## src/rtl/pipeline_hazard_ctrl.sv

```systemverilog
// Register scoreboard that stalls or flushes ID; optional macro HAZARD_FWD_EN tracks only loads.
// Outputs are combinational from the ID fields and the scoreboard; state and counters update each edge.
// The ID instruction is held while any source is pending, and an EX redirect flushes it.
module pipeline_hazard_ctrl #(
  parameter int WB_LAT = 3,
  parameter int CNT_W  = 32
) (
  input  logic             clk,
  input  logic             rst,
  input  logic             valid_ID,
  input  logic [4:0]       Rs1_addr_ID,
  input  logic [4:0]       Rs2_addr_ID,
  input  logic             Rs1_used_ID,
  input  logic             Rs2_used_ID,
  input  logic [4:0]       Rd_addr_ID,
  input  logic             RegWrite_ID,
  input  logic             MemRead_ID,
  input  logic             Branch_taken_EX,
  output logic             PC_stall,
  output logic             IF_ID_stall,
  output logic             IF_ID_flush,
  output logic             ID_EX_flush,
  output logic             issue_ID,
  output logic [CNT_W-1:0] stall_cnt,
  output logic [CNT_W-1:0] flush_cnt
);

  logic [1:0]       r_pend [32];
  logic [CNT_W-1:0] r_stall_cnt;
  logic [CNT_W-1:0] r_flush_cnt;

  logic             w_rs1_hit;
  logic             w_rs2_hit;
  logic             w_hazard;
  logic             w_mark;
  logic [1:0]       w_mark_val;

  assign w_rs1_hit = Rs1_used_ID && (Rs1_addr_ID != 5'd0) && (r_pend[Rs1_addr_ID] != 2'd0);
  assign w_rs2_hit = Rs2_used_ID && (Rs2_addr_ID != 5'd0) && (r_pend[Rs2_addr_ID] != 2'd0);
  assign w_hazard  = valid_ID && (w_rs1_hit || w_rs2_hit);

  assign issue_ID    = valid_ID & ~w_hazard & ~Branch_taken_EX;
  // The branch in EX is older than ID, so its flush wins over a stall.
  assign PC_stall    = w_hazard & ~Branch_taken_EX;
  assign IF_ID_stall = PC_stall;
  assign IF_ID_flush = Branch_taken_EX;
  assign ID_EX_flush = Branch_taken_EX | w_hazard;

`ifdef HAZARD_FWD_EN
  // Forwarding covers ALU results; only a load's data arrives too late for the next instruction.
  assign w_mark     = issue_ID & RegWrite_ID & MemRead_ID;
  assign w_mark_val = 2'd1;
`else
  logic w_unused;
  assign w_unused   = MemRead_ID;
  assign w_mark     = issue_ID & RegWrite_ID;
  assign w_mark_val = WB_LAT[1:0];
`endif

  always_ff @(posedge clk or negedge rst) begin
    if (!rst) begin
      for (int r = 0; r < 32; r++) begin
        r_pend[r] <= 2'd0;
      end
    end else begin
      r_pend[0] <= 2'd0;
      for (int r = 1; r < 32; r++) begin
        if (w_mark && (Rd_addr_ID == 5'(r))) begin
          r_pend[r] <= w_mark_val;
        end else if (r_pend[r] != 2'd0) begin
          r_pend[r] <= r_pend[r] - 2'd1;
        end
      end
    end
  end

  always_ff @(posedge clk or negedge rst) begin
    if (!rst) begin
      r_stall_cnt <= '0;
      r_flush_cnt <= '0;
    end else begin
      if (PC_stall && !(&r_stall_cnt)) begin
        r_stall_cnt <= r_stall_cnt + 1'b1;
      end
      if (Branch_taken_EX && !(&r_flush_cnt)) begin
        r_flush_cnt <= r_flush_cnt + 1'b1;
      end
    end
  end

  assign stall_cnt = r_stall_cnt;
  assign flush_cnt = r_flush_cnt;

endmodule

```

## config.mk

```make
export PLATFORM = sky130hd
export DESIGN_NAME = pipeline_hazard_ctrl
export DESIGN_NICKNAME = d
export VERILOG_FILES = /design/src/rtl/pipeline_hazard_ctrl.sv
export SDC_FILE = /design/constraint.sdc
export NUM_CORES = 1
export LEC_CHECK = 0
export ABC_AREA = 1
export CORE_MARGIN = 10
export CORE_UTILIZATION = 49
export CTS_CLUSTER_DIAMETER = 200
export DETAILED_ROUTE_END_ITERATION = 10
export MAX_ROUTING_LAYER = met4
export PLACE_DENSITY = 0.71
export RECOVER_POWER = 100
export SETUP_SLACK_MARGIN = 0.1
export SLEW_MARGIN = 5
export SYNTH_ARGS = -nofsm -noshare
export SYNTH_HDL_FRONTEND = slang
export SYNTH_SLANG_ARGS = --single-unit
export TNS_END_PERCENT = 10
```

## constraint.sdc

```tcl
create_clock -name clk -period 3.81 [get_ports clk]
set_input_delay 1.143 -clock clk [delete_from_list [all_inputs] [get_ports clk]]
set_output_delay 1.143 -clock clk [all_outputs]
set_load 0.01 [all_outputs]
```

* Yosys cells after proc, flatten, opt, wreduce, memory -nomap -nowiden
Index checks and enable logic that the tools add are counted.
** Word-level totals
- Flip-flop bits (word level) :: 126
- Input bits :: 23
- Word-level logic and storage cells :: 285
** Operators by class
- $add $sub $neg :: 33
- Magnitude comparators :: 2
- Equal/unequal tests :: 31
- Multiplexer cells :: 68
- Bitwise gates (word level) :: 9
- Reductions and logical operators :: 109
** Operators by type and width (number)
- two-way mux 2 bit :: 66
- nonzero test 2 bit :: 64
- == test 5 bit (second input constant) :: 16
- adder 32 x 1 -> 32 bit (second input constant) :: 2
- AND reduction 32 bit :: 2
- subtractor 2 x 1 -> 2 bit (second input constant) :: 31
- == test 5 x 4 -> 1 bit (second input constant) :: 8
- logical AND 1 bit :: 38
- binary-select mux 2 bit (select 5 bit) :: 2
- == test 5 x 3 -> 1 bit (second input constant) :: 4
- >= comparator 6 bit (second input constant) :: 2
- inverter 5 -> 6 bit :: 2
- == test 5 x 2 -> 1 bit (second input constant) :: 2
- nonzero test 5 bit :: 2
- == test 5 x 1 -> 1 bit (second input constant) :: 1
- AND 1 bit :: 4
- logical NOT 1 bit :: 2
- inverter 1 bit :: 2
- logical OR 1 bit :: 1
- bitwise OR 1 bit :: 1

* Longest topological paths before layout
Gate-level depths: netlist of the first run.
- Depth after elaboration :: 14
- Gate-level depth with buffers :: 15

* Worst setup path before layout of the first run
OpenSTA, ideal clock, no wires.
- Path type :: input to output
- From :: in Rs1_addr_ID[0]
- To :: out PC_stall
- Data arrival time :: 2450 ps
- Setup slack :: 217 ps
- Stages :: 11
- Cells stage by stage :: buf_2 > nor2_4 > o21ai_0 > nand3_1 > nand3_1 > nand3_1 > nand3_2 > nand2_4 > nand2_1 > nor2_1 > buf_4
** On the way
- Longest elaborated chain between the ends :: 9
- Elaborated cells on any way between the ends :: 11
** RTL lines
- start, declared :: line 11 : input logic [4:0] Rs1_addr_ID,
- inverter 5 -> 6 bit (not written as such) :: line 38 : assign w_rs1_hit = Rs1_used_ID && (Rs1_addr_ID != 5'd0) && (r_pend[Rs1_addr_ID] != 2'd0);
- binary-select mux 2 bit (select 5 bit) :: line 38
- two-way mux 2 bit (not written as such) (2 in series) :: line 38
- nonzero test 2 bit :: line 38
- logical AND 1 bit * :: line 38
- logical OR 1 bit * :: line 40 : assign w_hazard = valid_ID && (w_rs1_hit || w_rs2_hit);
- logical AND 1 bit * :: line 40
- AND 1 bit * :: line 44 : assign PC_stall = w_hazard & ~Branch_taken_EX;
- end, declared :: line 19 : output logic PC_stall,
Every way passes the cells marked *; elsewhere a longest branch is shown, timed or not. The select of a mux whose other input is x is not followed.

* Final worst setup path of the first run
- From :: in Rs1_addr_ID[0]
- To :: out issue_ID
** On the way
- Longest elaborated chain between the ends :: 11
- Elaborated cells on any way between the ends :: 13
** RTL lines
- inverter 5 -> 6 bit (not written as such) :: line 38
- binary-select mux 2 bit (select 5 bit) :: line 38
- two-way mux 2 bit (not written as such) (2 in series) :: line 38
- nonzero test 2 bit :: line 38
- logical AND 1 bit * :: line 38
- logical OR 1 bit * :: line 40
- logical AND 1 bit * :: line 40
- inverter 1 bit * :: line 42 : assign issue_ID = valid_ID & ~w_hazard & ~Branch_taken_EX;
- AND 1 bit * (2 in series) :: line 42
- end, declared :: line 23 : output logic issue_ID,
Marks and branches as above.

==> results of run 1 <==
-- critical path, stage by stage --
cell and delay (ns):
buf_8 0.11, buf_6 0.13, buf_4 0.13, nand2_2 0.11, nor2_1 0.06, nor2_1 0.09
nand3_1 0.07, nand3_1 0.09, nand3_1 0.11, nand3_4 0.14, nand2_8 0.08, nor2_8 0.16
buf_6 0.12
-- power breakdown --
| group | internal [mW] | switching [mW] |
|---|---|---|
| Sequential | 1.78 | 0.372 |
| Clock | 1.13 | 0.588 |
| Combinational | 0.970 | 1.35 |
-- registers in the layout, summed over array words and instances, names as in the netlist --
signal,flops
flush_cnt,32
r_pend,62
stall_cnt,32
-- worst max-delay path by stage --
stage | startpoint | to | cells after the start
after floorplan | Rs1_addr_ID[0] | PC_stall | 11
after global placement | Rs2_addr_ID[1] | IF_ID_stall | 13
after detailed placement | Rs1_addr_ID[0] | IF_ID_stall | 15
after CTS | Rs1_addr_ID[1] | IF_ID_stall | 12
after global routing | Rs1_addr_ID[0] | issue_ID | 14
final | Rs1_addr_ID[0] | issue_ID | 13
-- repair_timing --
item | CTS | global route
setup buffers | 4 | 3
setup endpoints to repair | 4 | 4
pin swaps | 8 | 14
gates resized for setup | 49 | 25
hold buffers | 0 | 0
-- cell families after synthesis --
logic type      after synthesis  share of synthesized area, %
compound gates               54                          3.39
xor+xnor                     88                          9.54
fa+ha+maj                    33                          5.11
buf+inv                     151                          7.52
flops                       126                          39.0
simple gates                657                          35.4
-- cell type report --
type | count | area (um^2)
Timing Repair Buffer | 118 | 1120
Clock inverter | 7 | 139
Sequential cell | 126 | 3150
Clock buffer | 20 | 467
Multi-Input combinational cell | 832 | 4370
Inverter | 122 | 468
Tap cell | 216 | 270
Fill cell | 1453 | 6010
-- layout by cell type (no fill, tap or decap), drive strengths merged --
master         count
a21oi             35
buf               32
bufinv             4
clkbuf            25
clkdlybuf4s50     13
clkinv             4
dfrtp            126
dlygate4sd2        3
dlygate4sd3       65
ha                33
inv              121
nand2            292
nand3            107
nand3b             5
nand4             48
nor2             165
nor3              32
nor4               8
o21ai             18
o41ai              1
xnor2             21
xor2              67
-- routing by layer --
metal	up-vias	part of all wire [%]	GRT usage (%)
met5	-	0	-
met4	0	1.9	6.64
met3	32	5.2	3.97
met2	202	47	32.8
met1	3638	46	26.8
li1	3789	-	-
-- through the flow --
step           hold WS (ns)  util [%]  TNS, ns
4_1_cts               0.489      61.9        0
6_report              0.488      62.4        0
3_5_place_dp          0.476      58.0    -2.96
2_1_floorplan         0.458         -        0
5_1_grt               0.512      62.4  -0.0278
3_3_place_gp          0.470      58.0    -3.05
==> metrics.md, run 1 <==
| Metric | Value |
|---|---|
| CP endpoint kind | `primary output` |
| CTS root buf | `clkbuf_16` |
| Non-Filler Instances | `1441` |
| Register bit total from synthesis | `126` |
| Routed WL per cell | `15.5 um` |
| Crit path DAT | `2.54 ns` |
| Violated checks | `capacitance limit, slew limit` |
| Die area | `22000 um^2` |
| Share of layout cells above drive strength 1 | `7.27%` |
| Relative slew slack | `-66.8%` |
| Worst EP required | `2.67 ns` |
| Power Total | `6.19 mW` |
| Dpl ws | `-0.783 ns` |
| Post-Route WL | `22400 um` |
| Initial DRC count | `568` |
| Clk buf depth | `2` |
| Placed Cells | `1407` |
| Most common cell in the netlist | `nand2_1` |
| Number of remaining DRC errors | `0` |
| Hold path endpoint | `r_pend[45]` |
| Mapped Area | `8080 um^2` |
| Hold crit path type | `reg2reg` |
| Vias per Instance | `5.32` |
| Fmax | `271 MHz` |
| Largest area contributor in the netlist | `dfrtp_1` |
| Die X | `148 um` |
| First-pass GRT wire length | `36600 um` |
| Routed Antenna Nets | `0` |
| CTS Buf Count | `17` |
| Worst Tran Pin Value | `2.50 ns` |
| Syn nets | `1165` |
| Die Ht | `148 um` |
| Area grow syn2layout | `23.6%` |
| Max Cap Violations | `1` |
| Critical Path Source Type | `input port` |
| Status | `complete, but fails checks` |
| Standard-cell row count | `46` |
| Clk slew on worst S/H paths | `0.05 ns` |
| Leak Pwr | `5.11 nW` |
| Port Buf Inserts | `90` |
| Period minus WS final | `3.68 ns` |
| Synth top area share | `39.0%` |
| NumNets Final | `1273` |
| GR Overflow Total | `0` |
| WS Path Type | `in2out` |
| H-tree Lvls | `4` |
| R2R Setup Slk | `1.24 ns` |
| FFs w/ async S/R, synth | `100%` |
| Synth top area cells | `dfrtp_1, nand2_1, nor2_1, xor2_1, nand3_1` |
| Avg Cell Area, Syn | `7.29 um^2` |
| Worst setup margin | `0.125 ns` |
| Synth warn | `0` |
| Worst r2r src | `flush_cnt[0]` |
| Period utilisation layout | `96.7%` |
| Global Route Usage Sum | `20.9%` |
| Hold Path Depth | `2` |
| Synth cell count leaders | `nand2_1, nor2_1, dfrtp_1` |
| Vias | `7661` |
| Antenna diode count | `0` |
| Clock Latency Late Sink | `0.42 ns` |
| DRT Pass-1 Iters | `5` |
| Final setup fails | `0` |
| Detailed Place HPWL | `16500 um` |
| Initial antenna violation count | `0` |
| Crit-path max FO | `7` |
| Clk_skew | `0.00715 ns` |
| Initial Utilization | `50.5%` |
| R2r worst-path depth | `9` |
| Post-synth EDFFs | `0` |
| Hold path startpoint | `r_pend[45]` |
| Max-slew violations | `56` |
| CTS tree | `yes` |
| Area post-placement | `9290 um^2` |
| Fin. Hold Viols | `0` |
| Pin count of the biggest net entering global routing | `73` |
| Synth unique cells | `29` |
| Core area | `16000 um^2` |
| RSZ-0062 raised after global routing | `yes` |
| Number of I/O pins | `92` |
| Most used DFF post-synth | `dfrtp_1` |
| Worst IR Drop VDD | `421 uV` |
| Pwr dens | `620 nW/um^2` |
| Sequential area share after synthesis | `39.0%` |
| RePlAce Congestion | `0.933` |
| Post-Syn Instances | `1109` |
| Vias in the first global route | `7371` |
| Design Area, Final | `9990 um^2` |
| Sink Count | `126` |
| Reg-to-reg endpoint | `flush_cnt[8]` |
Power figures use the tool's default switching activity.
==> run 2, diff against run 1 <==
Clock period 3.81 ns to 4.49 ns, I/O delays scaled along.
==> run 2 against run 1 <==
Compared with the run above:
- the run still ends with capacitance limit, slew limit left
- total power fell by 16%
- global-route usage rose by 0.30 points
- clock skew rose by 0.0039 ns
- sequential power fell by 15%
- sequential share of layout area rose by 0.21 points
- first-iteration DRC count rose by 1.9%
- register-to-register slack improved by 0.21 ns
- die area did not move
- via count rose by 0.27%
- clock-buffer cell count did not move
- critical path depth fell by 5
- critical path type unchanged
- largest power group unchanged
==> metrics.md, run 2 (synthesis gave the netlist of run 1 again) <==
| Metric | Value |
|---|---|
| Initial DRC count | `579` |
| Die area | `22000 um^2` |
| WS Path Type | `in2out` |
| RSZ-0062 raised after global routing | `no` |
| Critical Path Source Type | `input port` |
| Global Route Usage Sum | `21.2%` |
| Number of I/O pins | `92` |
| Area post-placement | `9310 um^2` |
| Placed Cells | `1411` |
| Vias per Instance | `5.32` |
| Crit-path max FO | `4` |
| Violated checks | `capacitance limit, slew limit` |
| CP endpoint kind | `primary output` |
| Clk_skew | `0.0110 ns` |
| GR Overflow Total | `0` |
| Most common cell after layout, fill and taps aside | `nand2_1` |
| Clk buf depth | `2` |
| Detailed Place HPWL | `16200 um` |
| Hold path startpoint | `r_pend[25]` |
| Clock Latency Late Sink | `0.43 ns` |
| Share of layout cells above drive strength 1 | `6.44%` |
| Worst EP required | `3.14 ns` |
| CTS Buf Count | `17` |
| Routed Antenna Nets | `0` |
| CTS root buf | `clkbuf_16` |
| RePlAce Congestion | `1.04` |
| Max-slew violations | `113` |
| Max Cap Violations | `1` |
| Leak Pwr | `5.08 nW` |
| Worst r2r src | `r_pend[30]` |
| CP most frequent cell | `clkbuf_1` |
| Design Area, Final | `9920 um^2` |
| Worst Tran Pin Value | `2.80 ns` |
| Initial Utilization | `50.5%` |
| Worst setup path start | `Rs2_addr_ID[2]` |
| Top Family by Delay on Critical Path | `buffers and inverters` |
| Fmax | `231 MHz` |
| Reg with most FFs | `r_pend` |
| Hold crit path type | `reg2reg` |
| Pin count of the biggest net entering global routing | `113` |
| Number of fillers in the final layout | `1490` |
| Worst setup margin | `0.166 ns` |
| Dpl ws | `-0.545 ns` |
| Crit path DAT | `2.98 ns` |
| Routed WL per cell | `15.3 um` |
| Multi-input gate area | `4360 um^2` |
| H-tree Lvls | `4` |
| Period utilisation layout | `96.3%` |
| Post-Route WL | `22100 um` |
| Core area | `16000 um^2` |
| Largest register FFs | `62` |
| DRT Pass-1 Iters | `5` |
| Number of remaining DRC errors | `0` |
| Register area | `3150 um^2` |
| Pwr dens | `524 nW/um^2` |
| Hold WS | `0.492 ns` |
| Die Ht | `148 um` |
| Die X | `148 um` |
| Non-Filler Instances | `1443` |
| Period minus WS final | `4.32 ns` |
| Worst IR Drop VDD | `346 uV` |
| Port Buf Inserts | `90` |
| Vias | `7682` |
| First-pass GRT wire length | `37200 um` |
| Sink Count | `126` |
| Commonest non-fill, non-tap cells in the layout | `nand2_1, nor2_1, dfrtp_1, inv_1, nand3_1` |
| Slowest cell delay on critical path | `0.44 ns` |
| Initial antenna violation count | `0` |
| Relative slew slack | `-86.9%` |
| CTS tree | `yes` |
| Final setup fails | `0` |
| Clk slew on worst S/H paths | `0.06 ns` |
| Fin. Hold Viols | `0` |
| Standard-cell row count | `46` |
| NumNets Final | `1271` |
| Antenna diode count | `0` |
| Critical path cell sequence | `clkdlybuf4s50_1 > clkbuf_1 > o41ai_1 > inv_2 > nand3_1 > nand2_4 > nor2_8 > clkbuf_1` |
| Highest-delay cell along the critical path | `o41ai_1` |
| Status | `complete, but fails checks` |
| Area grow syn2layout | `22.8%` |
| Hold-fix buffers at CTS | `0` |
| Vias in the first global route | `7625` |
| Worst path bufs/invs | `4` |
-- run 2: cell count changes in the layout (fill, tap and decap cells not counted), moves of 3 or more --
cell,before,now
buf_4,22,16
clkbuf_1,2,6
clkinvlp_4,0,3
inv_1,113,116
nor2_2,3,0
-- run 2: worst reg2reg max path: stages, from the launching register on --
cell and delay, ns:
dfrtp_1 0.36, inv_1 0.06, nand2_1 0.11, nand2_1 0.06
nand2_1 0.06, nor2_1 0.04, nand2_1 0.06, nand3_1 0.07
nand3_1 0.08, nand3_1 0.13, nand2_4 0.17, clkbuf_1 1.05
nand3_2 0.10, clkbuf_4 0.36, nand2_1 0.13, nand2_1 0.06
-- run 2: cell type report --
| class | instances | share of cell area, % |
|---|---|---|
| Inverter | 122 | 4.62 |
| Clock inverter | 11 | 1.42 |
| Sequential cell | 126 | 31.8 |
| Timing Repair Buffer | 116 | 10.9 |
| Clock buffer | 20 | 4.60 |
| Tap cell | 216 | 2.72 |
| Multi-Input combinational cell | 832 | 43.9 |
-- run 2: where the power goes --
| group | total (mW) | switching (mW) | internal (mW) |
|---|---|---|---|
| clock network | 1.41 | 0.515 | 0.895 |
| logic | 1.96 | 1.15 | 0.819 |
| registers | 1.83 | 0.319 | 1.51 |
-- run 2: final timing paths --
| kind | cells after the start | slack, ns | end |
|---|---|---|---|
| hold / removal | 2 | 0.49 | r_pend[25] |
| max in group asynchronous | 1 | 1.04 | r_pend[55] |
| hold reg to reg | 2 | 0.49 | r_pend[25] |
| setup reg to reg | 15 | 1.45 | stall_cnt[16] |
| min in group asynchronous | 1 | 1.77 | r_pend[20] |
| setup / recovery | 8 | 0.17 | issue_ID |
-- run 2: repair_timing --
item                                    CTS  global route
resized for setup                        22            19
cloned                                    0             0
buffers inserted                          1             0
endpoints found under the setup margin    4             4
pin swaps                                 5             7
-- run 2: through the flow --
| stage | TNS [ns] | power (mW) | util, % |
|---|---|---|---|
| 6_report | 0 | 5.20 | 62.0 |
| 5_1_grt | 0 | 5.67 | 62.0 |
| 4_1_cts | 0 | 5.24 | 61.9 |
| 3_5_place_dp | -1.98 | 3.79 | 58.2 |
| 3_3_place_gp | -2.02 | 3.68 | 58.2 |
| 2_1_floorplan | 0 | 3.22 | - |
-- run 2: per-layer routing --
| layer | GRT usage [%] | vias up | routed length, um |
|---|---|---|---|
| met5 | - | - | 0 |
| met4 | 5.80 | 0 | 291 |
| met3 | 4.00 | 27 | 1100 |
| met2 | 34.9 | 189 | 10800 |
| met1 | 26.2 | 3693 | 9930 |
| li1 | - | 3773 | - |
==> run 3, diff against run 2 <==
Settings changed: CORE_ASPECT_RATIO from default to 1.25.
==> run 3 against run 2 <==
Compared with the run above:
- the flow still finishes with violations (capacitance limit, slew limit)
- utilization is 0.60 points lower
- maximum frequency is 0.53% lower
- non-clock buffer count rose by 3
- sequential share of layout area decreased by 0.084 points
- largest power group unchanged
- register-to-register slack got worse by 0.17 ns
- clock skew decreased by 0.0023 ns
- sequential power barely moved
- worst hold slack got worse by 0.0027 ns
==> metrics.md, run 3 (synthesis gave the netlist of run 1 again) <==
| Metric | Value |
|---|---|
| Fmax | `230 MHz` |
| Number of remaining DRC errors | `0` |
| RSZ-0062 raised after global routing | `yes` |
| Max-slew violations | `129` |
| Area grow syn2layout | `23.1%` |
| CTS tree | `yes` |
| Clock Latency Late Sink | `0.42 ns` |
| Port Buf Inserts | `90` |
| Commonest non-fill, non-tap cells in the layout | `nand2_1, nor2_1, dfrtp_1, inv_1, nand3_1` |
| Die X | `135 um` |
| Worst setup path start | `Rs2_addr_ID[2]` |
| Max Cap Violations | `2` |
| Leak Pwr | `5.12 nW` |
| Area post-placement | `9350 um^2` |
| Non-Filler Instances | `1444` |
| Detailed Place HPWL | `16400 um` |
| Relative slew slack | `-10.3%` |
| Period utilisation layout | `96.8%` |
| Die Ht | `164 um` |
| Clk slew on worst S/H paths | `0.05 ns` |
| Pwr dens | `520 nW/um^2` |
| Fin. Hold Viols | `0` |
| Critical Path Source Type | `input port` |
| Hold-fix buffers at CTS | `0` |
| R2r worst-path depth | `14` |
| Post-Route WL | `22100 um` |
| Worst Tran Pin Value | `1.65 ns` |
| Initial DRC count | `477` |
| Worst IR Drop VDD | `274 uV` |
| Design Area, Final | `9950 um^2` |
| Share of layout cells above drive strength 1 | `6.84%` |
| Initial antenna violation count | `0` |
| CTS Buf Count | `17` |
| Crit-path max FO | `4` |
| Largest register FFs | `62` |
| Clk buf depth | `2` |
| Vias in the first global route | `7648` |
| Worst r2r src | `r_pend[13]` |
| Reg with most FFs | `r_pend` |
| Routed Antenna Nets | `0` |
| Status | `complete, but fails checks` |
| Worst EP required | `3.14 ns` |
| Initial Utilization | `49.9%` |
| R2R Setup Slk | `1.28 ns` |
| Setup TNS | `0 ns` |
| Crit path DAT | `3.00 ns` |
| Vias per Instance | `5.24` |
| First-pass GRT wire length | `37200 um` |
| DRT Pass-1 Iters | `5` |
| Critical path cell sequence | `clkdlybuf4s50_1 > buf_4 > o41ai_2 > inv_2 > nand3_1 > nand2_4 > buf_12 > nor2_8 > buf_6` |
| Standard-cell row count | `52` |
| Highest-delay cell along the critical path | `clkdlybuf4s50_1` |
| CP endpoint | `issue_ID` |
| Routed WL per cell | `15.3 um` |
| Post-Route Utilization | `61.4%` |
| Clk_skew | `0.00871 ns` |
| Slowest cell delay on critical path | `0.44 ns` |
| Global Route Usage Sum | `21.2%` |
| Die area | `22100 um^2` |
| Most common cell after layout, fill and taps aside | `nand2_1` |
| Violated checks | `capacitance limit, slew limit` |
| NumNets Final | `1274` |
| CP endpoint kind | `primary output` |
| Vias | `7565` |
| Pin count of the biggest net entering global routing | `68` |
| Period minus WS final | `4.35 ns` |
| GR Overflow Total | `0` |
| Hold WS | `0.489 ns` |
| Final setup fails | `0` |
| WS Path Type | `in2out` |
| H-tree Lvls | `4` |
| Reg-to-reg endpoint | `r_pend[10]` |
| CTS root buf | `clkbuf_16` |
| Placed Cells | `1413` |
| Antenna diode count | `0` |
| RePlAce Congestion | `0.969` |
| Number of I/O pins | `92` |
| Hold Path Depth | `2` |
| Sink Count | `126` |
| Hold crit path type | `reg2reg` |
| Core area | `16200 um^2` |
-- run 3: cell types whose count changed in the layout (fill, tap and decap cells not counted), sizes merged --
cell | previous run | this run
dlygate4sd3 | 66 | 65
clkbuf | 29 | 31
clkinv | 5 | 3
dlygate4sd2 | 2 | 0
buf | 23 | 28
clkdlybuf4s15 | 0 | 1
dlymetal6s2s | 1 | 2
clkinvlp | 3 | 0
-- run 3: cell type report --
class | count | area (um^2)
fillers | 1498 | 6250
multi-input cells | 832 | 4350
flip-flops and latches | 126 | 3150
repair buffers | 119 | 1120
clock buffers | 23 | 488
inverters | 122 | 458
well taps | 216 | 270
clock inverters | 6 | 109
-- run 3: per-layer routing --
metal	vias to the layer above	part of all wire, %	GRT usage, %	wire (um)
li1	3797	-	-	-
met5	-	0	-	0
met1	3520	42	23.9	9350
met3	44	4.3	3.84	943
met4	0	3.0	8.77	669
met2	204	50	36.3	11100
-- run 3: worst min-delay path by stage --
| stage | startpoint | to | slack [ns] |
|---|---|---|---|
| floorplan | r_pend[49] | r_pend[49] | 0.46 |
| global placement | r_pend[45] | r_pend[45] | 0.47 |
| detailed placement | r_pend[31] | r_pend[31] | 0.48 |
| CTS | r_pend[31] | r_pend[31] | 0.49 |
| global route | r_pend[31] | r_pend[31] | 0.51 |
| finish | r_pend[25] | r_pend[25] | 0.49 |
-- run 3: through the flow --
step	worst slack (ns)	power (mW)
after floorplan	0.489	3.22
after global placement	-0.511	3.68
after detailed placement	-0.546	3.78
after CTS	0.0389	5.25
after global routing	0.0255	5.65
final	0.143	5.17
-- run 3: worst max-delay path, delay by kind of cell --
kind / cells / cell delay [ns]
buffers and inverters: 5 / 0.92
AOI/OAI and AO/OA: 1 / 0.38
and+or+nand+nor: 3 / 0.35
-- run 3: where the power goes --
group          switching (mW)  internal [mW]
registers               0.303           1.51
clock network           0.490          0.921
logic                    1.12          0.825
-- run 3: timing repair --
| item | in CTS | in global routing |
|---|---|---|
| gates resized for setup | 30 | 14 |
| setup buffers | 1 | 1 |
| setup endpoints to repair | 4 | 4 |
| hold endpoints to repair | 0 | 0 |
| pin swaps | 3 | 13 |
